===== src/rtl/demux_sched_pkg.sv =====
// demux_sched_pkg: shared types and round-robin channel pick for the demux scheduler
package demux_sched_pkg;
    typedef logic [1:0] chan_sel_t;
    typedef enum logic {IDLE, HOLD} sched_state_e;
    localparam int NUM_CH = 4;
    // descending scan so the lowest offset from ptr wins
    function automatic chan_sel_t rr_pick(input logic [NUM_CH-1:0] en, input chan_sel_t ptr);
        chan_sel_t c;
        rr_pick = ptr;
        for (int i = NUM_CH - 1; i >= 0; i--) begin
            c = ptr + chan_sel_t'(i);
            if (en[c]) rr_pick = c;
        end
    endfunction
endpackage


===== src/rtl/demux4_onehot.sv =====
// demux4_onehot: gate-level 1-to-4 demux of a valid bit onto the selected channel
module demux4_onehot
    import demux_sched_pkg::*;
(
    input  logic              valid,
    input  chan_sel_t         sel,
    output logic [NUM_CH-1:0] out_valid
);
    assign out_valid = {3'b000, valid} << sel;
endmodule


===== src/rtl/demux4_rr_sched.sv =====
// demux4_rr_sched: round-robin scheduler feeding a 1-to-4 demux through a one-entry output register
// Optional work-conserving channel choice with DEMUX_SCHED_SKIP_EN.
module demux4_rr_sched
    import demux_sched_pkg::*;
#(
    parameter int W = 1
) (
    input  logic              clk,
    input  logic              rst,
    input  logic [NUM_CH-1:0] chan_en,
    input  logic              in_valid,
    input  logic [W-1:0]      in_data,
    output logic              in_ready,
    output chan_sel_t         sel,
    output logic [W-1:0]      out_data,
    output logic [NUM_CH-1:0] out_valid,
    input  logic [NUM_CH-1:0] out_ready,
    output logic              busy
);
    sched_state_e state;
    chan_sel_t    ptr;
    chan_sel_t    pick;
    logic         drain;
    logic         accept;
    assign busy     = state == HOLD;
    assign drain    = busy && out_ready[sel];
    assign in_ready = |chan_en && (!busy || drain);
    assign accept   = in_valid && in_ready;
`ifdef DEMUX_SCHED_SKIP_EN
    // prefer a channel whose consumer is ready, so a stalled one is passed over
    assign pick = |(chan_en & out_ready) ? rr_pick(chan_en & out_ready, ptr) : rr_pick(chan_en, ptr);
`else
    assign pick = rr_pick(chan_en, ptr);
`endif
    always_ff @(posedge clk) begin
        if (rst) begin
            state    <= IDLE;
            ptr      <= '0;
            sel      <= '0;
            out_data <= '0;
        end else if (accept) begin
            state    <= HOLD;
            ptr      <= pick + 2'd1;
            sel      <= pick;
            out_data <= in_data;
        end else if (drain) begin
            state    <= IDLE;
        end
    end
    demux4_onehot u_onehot (
        .valid     (busy),
        .sel       (sel),
        .out_valid (out_valid)
    );
endmodule


===== config.mk =====
export PLATFORM = sky130hd
export DESIGN_NAME = demux4_rr_sched
export DESIGN_NICKNAME = d
export VERILOG_FILES = /design/src/rtl/demux_sched_pkg.sv /design/src/rtl/demux4_onehot.sv /design/src/rtl/demux4_rr_sched.sv
export SDC_FILE = /design/constraint.sdc
export NUM_CORES = 1
export LEC_CHECK = 0
export ABC_AREA = 1
export CORE_MARGIN = 2
export CORE_UTILIZATION = 36
export CTS_BUF_LIST = sky130_fd_sc_hd__clkbuf_4 sky130_fd_sc_hd__clkbuf_8 sky130_fd_sc_hd__clkbuf_16
export CTS_CLUSTER_DIAMETER = 60
export DETAILED_ROUTE_END_ITERATION = 10
export PLACE_DENSITY = 0.72
export SLEW_MARGIN = 40
export SYNTH_ARGS = -nofsm -noshare
export SYNTH_HDL_FRONTEND = slang
export SYNTH_SLANG_ARGS = --single-unit
export TNS_END_PERCENT = 5

===== constraint.sdc =====
create_clock -name clk -period 1.26 [get_ports clk]
set_input_delay 0.252 -clock clk [delete_from_list [all_inputs] [get_ports clk]]
set_output_delay 0.252 -clock clk [all_outputs]
set_load 0.01 [all_outputs]

==> results.cfg <==
[outcome]
status = finished with violations
violations = setup timing

[synth]
ys_seq_elements = 6
synth_top_area_share_pct = 23.9
yosys.area.top_type = nand2_1
yosys.cell_types.count = 16
synth_area_leaders = nand2_1 24%, dfxtp_1 21%, nand2_2 12%, nand3_1 10%, inv_1 10%
syn_area_um2 = 581
syn_inst = 106
syn_nets = 118
ys_seq_area_share_pct = 20.7
avgSynthCellArea_um2 = 5.48
yosysWarnings = 0

[run]
max_cap_violations = 0

[finish]
seq_area_um2 = 130
nNetsFinal = 164
stdcell_count = 166
multiInputGateArea_um2 = 442
fill_cells = 126
final_area_um2 = 1080
areaGrowthSynthToFinish_pct = 86.6
antenna_cells = 0
final_core_util_pct = 71.9
layout-drive-gt1-share_pct = 50.0

[cts]
root_buffer = clkbuf_4
clk_pin_slew_ns = 0.05
clock_path_buffers = 2
cts_tree = done
clkLatencyLatePin_ns = 0.24
htree_levels = 1
clkSinkCount = 6
numCtsBuffers = 3
postCtsHoldBufs = 0

[place]
placed_area_um2 = 940
dp_hpwl_um = 1240
post-place-ws_ns = -0.604
port_buffers = 20
gp_congestion = 0.797
dp.cells = 159

[drt]
num_vias = 796
drc = 0
ant_nets = 0
viasPerCell = 4.80
wl_per_cell_um = 10.5
routed_wl_um = 1750
drt_iter0_drc = 9
drt-pass1-iter-count = 4

[sta]
finalHoldViolCount = 0
skew_ns = 0.00152
rsz0062_at_grt = true
min_period_over_period_pct = 118
max_freq_ghz = 0.673
relSlewSlack_pct = 87.2
whs_ns = 0.518
finalWorstSetupSlack_ns = -0.225
worstMarginPinSlew_ns = 0.192
maxSlewViolCount = 0
fin_crit_ns = 1.49
tns_ns = -1.33
setup_viol = 11

[floorplan]
die_h_um = 44.2
start_util_pct = 38.5
rows = 14
dieWidth_um = 44.2
die_area_um2 = 1950
core-area_um2 = 1510
io_pins = 21

[setup_path]
start_kind = flip-flop
path_class = reg2reg
cp-startpoint = sel[0]
path_max_fanout = 8
arrival_ns = 1.62
cp.required_ns = 1.39
worst_setup_path_end_kind = flip-flop
worstReg2RegStart = sel[0]

[hold_path]
hp-class = reg2reg
hp-start = out_data

[global_route]
track_usage_pct = 18.5
grt_pass1_wl_um = 2730
antenna_found_initial = 0
grt_pass1_vias = 708
grt_max_degree = 10
grt_overflow = 0

[power_and_ir_drop]
vdd_drop_max_mv = 0.752
leakagePower_nw = 0.624
power.density_nw_per_um2 = 1250
finalPower_mw = 1.36
==> cell families after synthesis <==
logic type	synth area share [%]
AOI/OAI and AO/OA	5.60
and+or+nand+nor	56.9
buffers and inverters	16.8
DFF	20.7
==> final cells by class <==
cell class / instances / area share [%]
timing repair buffer: 42 / 34.6
clock buffer: 3 / 2.08
multi-input combinational: 78 / 40.8
tap: 16 / 1.85
inverter: 21 / 8.66
sequential: 6 / 12.0
==> cell usage in the layout (no fill, tap or decap), drive strengths merged <==
cell type / count
clkinv: 1
clkdlybuf4s15: 1
o211ai: 1
nand2: 48
nor3: 4
dfxtp: 6
nand3: 12
nand4: 1
nor2: 7
a21oi: 2
clkbuf: 4
clkdlybuf4s50: 3
buf: 26
dlymetal6s2s: 3
dlygate4sd2: 8
inv: 20
o21ai: 3
==> cells in the mapped netlist <==
library cell / n
nand2_1: 37
inv_1: 16
nand3_1: 12
nand2_2: 11
dfxtp_1: 6
nor2_1: 5
inv_2: 4
nor3_1: 4
o21ai_0: 3
a21oi_1: 2
buf_6: 1
inv_8: 1
nand4_1: 1
nor2_2: 1
nor2_4: 1
o211ai_1: 1
==> state kept, by name, indices dropped and copies added, names as in the netlist <==
| signal | cells |
|---|---|
| ptr | 2 |
| sel | 2 |
| busy | 1 |
| out_data | 1 |
==> power by group <==
part	internal (mW)	total (mW)	switching (mW)	leakage (nW)
logic	0.422	0.901	0.479	0.558
clock network	0.108	0.180	0.0722	0.0138
registers	0.232	0.277	0.0452	0.0517
total	0.762	1.36	0.596	0.624
==> path summary, 6_finish.rpt <==
kind | end | slack (ns) | cells past startpoint
setup / recovery | ptr[1] | -0.23 | 13
hold / removal | out_data | 0.52 | 2
setup reg to reg | ptr[1] | -0.23 | 13
hold reg to reg | out_data | 0.52 | 2
==> routing by layer <==
metal  global-route usage, %  share of wire, %  vias to the layer above
met3                    6.53               2.9                        0
met2                    30.3                49                       14
met4                    3.64                 0                        0
met5                       0                 0                        -
li1                        -                 -                      416
met1                    23.6                48                      366
==> critical path: stages, from the launching register on <==
cell and delay [ns]:
dfxtp_4 0.35, inv_2 0.06, nand2_1 0.06, nand3_1 0.08, nand2_1 0.07, nand2_2 0.07
nand2_2 0.06, buf_6 0.11, nor2_4 0.15, inv_4 0.09, nand2_2 0.06, nand2_1 0.05
nor2_1 0.12, nor2_2 0.05
==> what timing repair did <==
item,4_1_cts,5_1_grt
pin swaps,9,14
cloned,0,1
endpoints found under the setup margin,15,12
gates resized for setup,40,27
setup buffers,1,2
Note: power is estimated with default switching activity, not from simulation.
